**src/rtl/mux2_arb_pkg.sv**
```systemverilog
// mux2_arb_pkg: shared definitions for the two-channel arbitrating output
// register (mux2_arb).
//   state_t        : output stage occupancy (EMPTY / FULL)
//   DEFAULT_WIDTH  : default channel data width
package mux2_arb_pkg;

    // Output stage occupancy; FULL means z holds an item not yet taken.
    typedef enum logic {
        EMPTY = 1'b0,
        FULL  = 1'b1
    } state_t;

    localparam int DEFAULT_WIDTH = 1;

    // Round-robin tie break: on a tie the channel not granted last wins.
    function automatic logic tie_winner(input logic last_grant);
        return ~last_grant;
    endfunction

endpackage

```
**src/rtl/mux2.sv**
```systemverilog
// mux2: single-bit 2:1 select.
//   d0, d1 : data inputs
//   sel    : 0 selects d0, 1 selects d1
//   z      : selected data
module mux2 (
    input  logic d0,
    input  logic d1,
    input  logic sel,
    output logic z
);

    assign z = sel ? d1 : d0;

endmodule

```
**src/rtl/mux2_arb.sv**
```systemverilog
// mux2_arb: arbitrates two valid/ready input channels onto one registered
// output stage. Ties are broken round-robin against the last granted channel;
// the output register drains and reloads in the same cycle, so a continuously
// ready sink sees one item per cycle.
//   clk, rst_n      : clock, asynchronous active-low reset
//   d0, v0, r0      : channel-0 data / valid / ready
//   d1, v1, r1      : channel-1 data / valid / ready
//   z, zv, zr       : output data (registered) / valid / ready
//   sel             : source channel of the item currently held in z
module mux2_arb
    import mux2_arb_pkg::*;
#(
    parameter int WIDTH = DEFAULT_WIDTH
) (
    input  logic             clk,
    input  logic             rst_n,
    input  logic [WIDTH-1:0] d0,
    input  logic             v0,
    output logic             r0,
    input  logic [WIDTH-1:0] d1,
    input  logic             v1,
    output logic             r1,
    output logic [WIDTH-1:0] z,
    output logic             zv,
    input  logic             zr,
    output logic             sel
);

    state_t           state_r;
    state_t           state_nxt_s;
    logic [WIDTH-1:0] z_r;
    logic [WIDTH-1:0] mux_z_s;
    logic             sel_r;
    logic             last_r;
    logic             g_s;
    logic             gvalid_s;
    logic             acc_s;
    logic             r0_s;
    logic             r1_s;
    logic             in_xfer_s;

    // Per-bit data select, steered by the current grant.
    for (genvar i = 0; i < WIDTH; i++) begin : g_mux
        mux2 u_mux2 (
            .d0  (d0[i]),
            .d1  (d1[i]),
            .sel (g_s),
            .z   (mux_z_s[i])
        );
    end

    // Grant decode: single requester wins outright, a tie alternates.
    always_comb begin
        g_s      = 1'b0;
        gvalid_s = 1'b0;
        case ({v1, v0})
            2'b01: begin
                g_s      = 1'b0;
                gvalid_s = 1'b1;
            end
            2'b10: begin
                g_s      = 1'b1;
                gvalid_s = 1'b1;
            end
            2'b11: begin
                g_s      = tie_winner(last_r);
                gvalid_s = 1'b1;
            end
            default: begin
                g_s      = 1'b0;
                gvalid_s = 1'b0;
            end
        endcase
    end

    // Ready generation: the stage accepts when empty or draining this cycle;
    // rst_n gates ready so nothing is taken while reset is held.
    always_comb begin
        acc_s = (state_r == EMPTY) || zr;
        if (rst_n && acc_s && gvalid_s) begin
            r0_s = v0 && (g_s == 1'b0);
            r1_s = v1 && (g_s == 1'b1);
        end else begin
            r0_s = 1'b0;
            r1_s = 1'b0;
        end
        in_xfer_s = r0_s || r1_s;
    end

    // Next-state logic for the output stage occupancy.
    always_comb begin
        state_nxt_s = state_r;
        case (state_r)
            EMPTY: begin
                if (in_xfer_s) begin
                    state_nxt_s = FULL;
                end else begin
                    state_nxt_s = EMPTY;
                end
            end
            FULL: begin
                if (in_xfer_s) begin
                    state_nxt_s = FULL;
                end else if (zr) begin
                    state_nxt_s = EMPTY;
                end else begin
                    state_nxt_s = FULL;
                end
            end
            default: begin
                state_nxt_s = EMPTY;
            end
        endcase
    end

    // Output register: state, data, source tag and tie-break history.
    // z/sel/last only move on an input transfer; a pure drain leaves them.
    always_ff @(posedge clk or negedge rst_n) begin
        if (!rst_n) begin
            state_r <= EMPTY;
            z_r     <= {WIDTH{1'b0}};
            sel_r   <= 1'b0;
            last_r  <= 1'b1;
        end else begin
            state_r <= state_nxt_s;
            if (in_xfer_s) begin
                z_r    <= mux_z_s;
                sel_r  <= g_s;
                last_r <= g_s;
            end else begin
                z_r    <= z_r;
                sel_r  <= sel_r;
                last_r <= last_r;
            end
        end
    end

    assign r0  = r0_s;
    assign r1  = r1_s;
    assign z   = z_r;
    assign sel = sel_r;
    assign zv  = (state_r == FULL);

endmodule

```
**config.mk**
```make
export PLATFORM = sky130hd
export DESIGN_NAME = mux2_arb
export DESIGN_NICKNAME = d
export VERILOG_FILES = /design/src/rtl/mux2_arb_pkg.sv /design/src/rtl/mux2.sv /design/src/rtl/mux2_arb.sv
export SDC_FILE = /design/constraint.sdc
export NUM_CORES = 1
export LEC_CHECK = 0
export CORE_AREA = 2 2 39 41
export CTS_BUF_LIST = sky130_fd_sc_hd__clkbuf_4 sky130_fd_sc_hd__clkbuf_8 sky130_fd_sc_hd__clkbuf_16
export DETAILED_ROUTE_END_ITERATION = 10
export DIE_AREA = 0 0 41 43
export DONT_BUFFER_PORTS = 1
export PLACE_DENSITY_LB_ADDON = 0.2
export SETUP_SLACK_MARGIN = 0.5
export SLEW_MARGIN = 10
export SYNTH_ARGS = -nofsm -noshare
export SYNTH_HDL_FRONTEND = slang
export SYNTH_SLANG_ARGS = --single-unit
```
**constraint.sdc**
```tcl
create_clock -name clk -period 2.2 [get_ports clk]
set_input_delay 0.55 -clock clk [delete_from_list [all_inputs] [get_ports clk]]
set_output_delay 0.55 -clock clk [all_outputs]
set_load 0.02 [all_outputs]
```
======== After elaboration in Yosys (flattened, before gate mapping) ========
Index checks and enable logic that the tools add are counted.
operators by class
  eq/ne operators ......................... 3
  muxes and demuxes ....................... 9
  bitwise operators ....................... 3
  reduce and logical (&&, ||, !) cells .... 7
operator list
  operator                                                                count
  1-bit two-way mux                                                       7
  2-bit equality test (second input constant)                             2
  1-bit logical AND                                                       4
  1-bit case mux with 2 select lines                                      2
  1-bit NOT                                                               3
  3-bit OR reduction                                                      1
  2-bit by 1-bit equality test with 1-bit output (second input constant)  1
  1-bit logical OR                                                        2
word-level totals
  bits in registers ....................... 4
  input port bits ......................... 7
  output and inout bits ................... 5
  word-level logic and storage cells ...... 26

======== Longest topological paths before layout ========
Gate-level depths: netlist (run 1).
  depth after elaboration ................. 8
  mapped depth ............................ 3
  mapped depth without buffers ............ 3

======== Hierarchy ========
A second synthesis (run 1) with hierarchy kept.
unflattened totals
  cell total of the unflattened synthesis .. 18
  area total of the unflattened synthesis .. 221.5 sq um
by module, submodules not included
  module    instances  cells an instance  area an instance (sq um)  seq. area each (sq um)
  mux2_arb  1          17                 206.4                     101.3
  mux2      1          1                  15.0                      0.0

======== Worst setup path before layout (run 1) ========
OpenSTA, ideal clock, no wires.
  kind .................................... input -> output
  start ................................... in v1
  end ..................................... out r0
  arrival ................................. 1.079 ns
  required time ........................... 1.650 ns
  path slack .............................. 0.571 ns
  stages .................................. 3
  path buffers ............................ 0
  cell sequence ........................... o21ai_2 > nand2b_4 > nor2_1
on the way
  cells in the longest elaborated chain, start to end .. 5
  elaborated cells between the ends (all ways) .. 10
  classes of those cells .................. eq/ne (3); mux (3); bitwise (1); reduce/logical (3)
RTL lines
  item                                                                                       RTL line                        RTL
  start, declared                                                                            mux2_arb.sv:21                  input logic v1,
  2-bit equality test or 2-bit by 1-bit equality test with 1-bit output (tied branches)      mux2_arb.sv:56                  case ({v1, v0})
  3-bit OR reduction (no source line) or 1-bit case mux with 2 select lines (tied branches)  n/a
  1-bit two-way mux or 1-bit NOT (tied branches)                                             mux2_arb.sv:56, mux2_arb.sv:81
  1-bit logical AND (on tied branches)                                                       mux2_arb.sv:80, mux2_arb.sv:81
  1-bit two-way mux (*)                                                                      mux2_arb.sv:80                  if (rst_n && acc_s && gvalid_s) begin
  end, declared                                                                              mux2_arb.sv:19                  output logic r0,
Every way passes the cells marked *; elsewhere a longest branch is shown, timed or not.

======== Final worst setup path (run 1) ========
  start ................................... reg state_r, in the netlist zv
  end ..................................... out r1
on the way
  cells in the longest elaborated chain, start to end .. 5
RTL lines
  item                             RTL line         RTL
  start, declared                  mux2_arb.sv:29   state_t state_r;
  start signal, assigned           mux2_arb.sv:125  state_r <= state_nxt_s;
  1-bit NOT                        n/a
  1-bit logical OR                 mux2_arb.sv:79   acc_s = (state_r == EMPTY) || zr;
  1-bit logical AND (2 in series)  mux2_arb.sv:80
  1-bit two-way mux                mux2_arb.sv:80
  end, declared                    mux2_arb.sv:22   output logic r1,
No other way between the ends.

==> results of run 1 <==
## report_power, final
part           switching, mW  internal, mW  total (mW)
Sequential            0.0182        0.0880       0.106
Clock                 0.0352        0.0806       0.116
Combinational         0.0195        0.0211      0.0406
## per-stage QoR
stage,util,instances
after floorplan,-,18
after global placement,0.171,34
after detailed placement,0.171,34
after CTS,0.213,40
after global routing,0.221,41
final,0.221,41
## registers in the layout (all words and copies together), names as in the netlist
signal,cells
sel,1
z,1
zv,1
last_r,1
## cell type report
class,instances,area share
clock buffer,4,0.0984
tap,16,0.0656
timing repair buffer,3,0.0902
sequential,4,0.336
multi-input combinational,14,0.410
## kinds of logic after synthesis
kind of cell	share of synthesized area
flip-flops	0.468
AO/OA/AOI/OAI	0.231
multiplexers	0.0462
AND/OR/NAND/NOR	0.254
## metal layers
layer	vias up	share of wire
met5	-	0
met2	11	0.46
met1	72	0.36
met4	0	0
met3	0	0.18
li1	78	-
## critical path: cells and delay by family, from the launching register on
kind,cells,cell delay [ns]
flip-flops,1,0.45
AND/OR/NAND/NOR,2,0.49
## placed cells by master (no fill, tap or decap), drive strengths merged
master       Yosys  routed
a21bo            1       1
a21o             2       2
and2b            1       1
buf              0       1
clkbuf           0       4
dfrtp            3       3
dfstp            1       1
dlygate4sd3      0       2
mux2i            1       1
nand2            2       2
nand2b           2       2
nor2             1       1
nor3             1       1
o21ai            3       3
## repair_timing
item,CTS,global route
resized for setup,4,0
buffers inserted,1,0
pin swaps,3,0
hold endpoints to repair,2,1
hold buffers,1,1
setup endpoints to repair,2,2
## how the worst min path moves through the flow
| stage | to | slack, ns | cells after the start |
|---|---|---|---|
| 5_1_grt | last_r | 0.14 | 0 |
| 4_1_cts | sel | 0.006 | 0 |
| 6_report | last_r | 0.16 | 0 |
| 2_1_floorplan | sel | 0.25 | 0 |
| 3_3_place_gp | z | 0.25 | 0 |
| 3_5_place_dp | zv | 0.25 | 0 |
==> out/qor.yml, run 1 <==
netlist.area_leader.share: 0.347
syn_to_final_growth_pct: 41.0
rsz0062_at_grt: "yes"
ir_drop_v: 0.000365
yosysTopAreaCell: "dfrtp_1"
synth-seq-area-share: 0.468
stdcell_area_sq_um: 305
timing.setup.tns_ns: 0
antenna_cells: 0
grt_pass1_vias: 174
syn_area_per_cell_sq_um: 12.0
crit_type: "flip-flop to primary output"
die_y_microns: 43
setup_violations: 0
synth_area_sq_um: 216
wirelength_microns: 478
r2r-end: "last_r"
worst_path_largest_cell_delay_ns: 0.45
final_antenna_net_count: 0
worstRegToRegCells: 3
grt.met3_usage: 0.105
cts.htree.levels: 1
yosys-top-cells-area: "dfrtp_1 35%, dfstp_2 12%, a21bo_4 7.5%"
clk_pin_slew_ns: 0.05
synth_edf_count: 0
max-clock-path-buffers: 2
clock_sinks: 4
period_minus_slack_ns: 1.74
ys_top_cells_by_count: "3 x dfrtp_1, 2 x a21o_1, 2 x nand2_1"
leakagePower_nw: 0.142
reg2reg_setup_slack_ns: 1.06
num_rows: 14
max_clock_freq_mhz: 575
vias_per_cell: 3.93
critPathLaunchType: "flip-flop"
post-dp-hpwl_microns: 372
worstSkewPairLatency_ns: 0.25
clockRootBuffer: "clkbuf_4"
port_buffers: 0
regArea_sq_um: 103
powerDensity_mw_per_mm2: 860
slew_viol_final: 0
yosys_warnings: 0
crit_chain: "and2b_1 > nor3_4"
first_pass_iters: 1
die_w_microns: 41
met1_usage: 0.0485
hold_viol: 0
regToRegStartpoint: "zv"
cp_slowest_cell: "dfrtp_2"
num_io_pins: 12
fin_crit_sh: 0.790
dp_slack_ns: 0.512
ys.flop_type: "dfrtp_1"
grtUsageTotal: 0.0644
setup_slack_ns: 0.461
cp.required_ns: 1.65
worstMarginPinSlew_ns: 0.332
grt_pass1_wl_microns: 648
start_util: 0.156
route.detailed.drc: 0
wl_per_cell_microns: 11.7
overflow: 0
cap_viol_max_count: 0
num-nets-final: 33
finalClockSkew_ns: 0.0159
multi_input_area_sq_um: 125
yosysMostFrequentCell: "dfrtp_1"
dpl_cell_area_sq_um: 236
die_area_sq_mm: 0.00176
top_usage_layer: "met3"
ys_ff_latch: 4
use_met2: 0.0813
fillers: 156
endpoint: "r1"
status: "completed"
synth_nets: 25
ys_types: 14
drive_gt1_frac: 0.520
min-delay-path-class: "primary input to asynchronous set/reset pin"
tritoncts: "yes"
vias: 161
cp.arrival_ns: 1.19
synthCells: 18
placeableCoreArea_sq_mm: 0.00138
crit_start: "zv"
drt_iter0_markers: 0
async_flop_share: 1.00
numCtsBuffers: 3
gp_congestion: 0.648
antenna_found_initial: 0
power_mw: 0.263
grt_max_degree: 5
crit_fanout: 3
slew_headroom: 0.778
hold-worst-slack_ns: 0.163
end_kind: "primary output"
Power figures use the tool's default switching activity.
==> run 2: changes to the inputs <==
clock period = 1.8 ns   (was 2.2 ns; I/O delays follow)
==> run 2 against run 1 <==
Against the previous run:
- sequential power grew 23%
- first-iteration DRC count unchanged
- cell area fell by 3.3%
- core utilization fell by 0.72 points
- critical path depth is the same
- critical path type unchanged
- largest power group unchanged
==> out/qor.yml, run 2 (same netlist as run 1, synthesis figures left out) <==
power_mw: 0.317  # +21%
regToRegStartpoint: "last_r"
cts.htree.levels: 1  # unchanged
tritoncts: "yes"
final_antenna_net_count: 0  # unchanged
mostFrequentLayoutCells: "4 x clkbuf_4, 2 x a21o_1, 2 x dfrtp_1"
clock_sinks: 4  # unchanged
clk_pin_slew_ns: 0.04  # about the same
drive_gt1_frac: 0.542  # +0.0217
clockRootBuffer: "clkbuf_4"
placeableCoreArea_sq_mm: 0.00138  # unchanged
die_area_sq_mm: 0.00176  # unchanged
post-dp-hpwl_microns: 389  # +4.7%
grt_pass1_wl_microns: 772  # +19%
setup_slack_ns: 0.157  # -0.304 ns
num-nets-final: 32  # -3.0%
num_io_pins: 12  # unchanged
vias: 156  # -3.1%
start_util: 0.156  # unchanged
drt_iter0_markers: 0  # unchanged
worst_path_largest_cell_delay_ns: 0.45  # about the same
grt_max_degree: 5  # unchanged
overflow: 0  # unchanged
antenna_cells: 0  # unchanged
regArea_sq_um: 103  # unchanged
r2r-end: "z"
layout_commonest_cell: "clkbuf_4"
multi_input_area_sq_um: 125  # unchanged
critPathLaunchType: "flip-flop"
numCtsBuffers: 3  # unchanged
worstSkewPairLatency_ns: 0.24  # about the same
gp_congestion: 0.599  # -7.5%
critPathBufInv: 0  # unchanged
finalClockSkew_ns: 0.00737  # -0.00849 ns
ir_drop_v: 0.000200  # -45%
syn_to_final_growth_pct: 36.4
num_rows: 14  # unchanged
worstRegToRegCells: 4  # +1
cp.required_ns: 1.35  # -0.30 ns
dp_slack_ns: 0.337  # -0.175 ns
slew_headroom: 0.770  # -0.00820
cp_slowest_cell: "dfrtp_2"
reg2reg_setup_slack_ns: 0.65  # -0.41 ns
leakagePower_nw: 0.138  # -2.9%
crit_type: "flip-flop to primary output"
crit_fanout: 3  # unchanged
grtUsageTotal: 0.0755  # +0.0111
fillers: 156  # unchanged
port_buffers: 0  # unchanged
wl_per_cell_microns: 12.1  # +3.4%
route.detailed.drc: 0  # unchanged
powerDensity_mw_per_mm2: 1070  # +25%
crit_chain: "and2b_1 > nor3_4"
critical-path-top-delay-family: "simple AND/OR/NAND/NOR gates"
cp.arrival_ns: 1.19  # about the same
period_minus_slack_ns: 1.64
end_kind: "primary output"
antenna_found_initial: 0  # unchanged
die_w_microns: 41  # unchanged
crit_start: "zv"
cap_viol_max_count: 0  # unchanged
wirelength_microns: 482  # +0.84%
setup_violations: 0  # unchanged
grt_pass1_vias: 182  # +4.6%
slew_viol_final: 0  # unchanged
vias_per_cell: 3.90  # -0.68%
max-clock-path-buffers: 2  # unchanged
timing.setup.tns_ns: 0  # unchanged
rsz0062_at_grt: "yes"
fin_crit_sh: 0.913
hold_viol: 0  # unchanged
worstMarginPinSlew_ns: 0.344  # +0.0123 ns
max_clock_freq_mhz: 608
die_y_microns: 43  # unchanged
min-delay-path-class: "primary input to asynchronous set/reset pin"
first_pass_iters: 1  # unchanged
status: "completed"
## run 2: cell count changes in the layout (fill, tap and decap cells not counted)
| cell | before | now |
|---|---|---|
| dlygate4sd3_1 | 2 | 1 |
## run 2: worst max path at each step
| stage | to | slack [ns] | cells past startpoint |
|---|---|---|---|
| after global routing | r1 | 0.12 | 2 |
| final | r1 | 0.16 | 2 |
| after floorplan | r1 | 0.40 | 2 |
| after detailed placement | r1 | 0.34 | 2 |
| after CTS | r1 | 0.14 | 2 |
| after global placement | r1 | 0.35 | 2 |
## run 2: repair_timing
item                       in CTS  in global routing
hold endpoints to repair        3                  0
resized for setup               2                  0
buffers inserted                1                  0
pin swaps                       4                  1
hold buffers                    1                  0
setup endpoints to repair       2                  2
## run 2: final cells by class
type                            count  share of cell area
Multi-Input combinational cell     14               0.424
Sequential cell                     4               0.347
Clock buffer                        4               0.102
Tap cell                           16              0.0678
Timing Repair Buffer                2              0.0593
## run 2: report_power, final
part / switching, mW / leakage (nW) / internal, mW
Clock: 0.0405 / 0.0184 / 0.0984
Combinational: 0.0243 / 0.0740 / 0.0244
Sequential: 0.0223 / 0.0459 / 0.108
Total: 0.0870 / 0.138 / 0.230
## run 2: stage by stage
stage | instances | hold WS [ns] | util | area, sq um
floorplan | 18 | 0.154 | - | 220
global placement | 34 | 0.155 | 0.174 | 240
detailed placement | 34 | 0.155 | 0.174 | 240
CTS | 40 | 0.0510 | 0.213 | 295
global route | 40 | 0.0494 | 0.213 | 295
finish | 40 | 0.0599 | 0.213 | 295
## run 2: per-layer routing
| metal | GRT usage | wire (microns) |
|---|---|---|
| met5 | 0 | 0 |
| met4 | 0.100 | 13 |
| met3 | 0.0471 | 88 |
| met2 | 0.100 | 244 |
| met1 | 0.0617 | 136 |
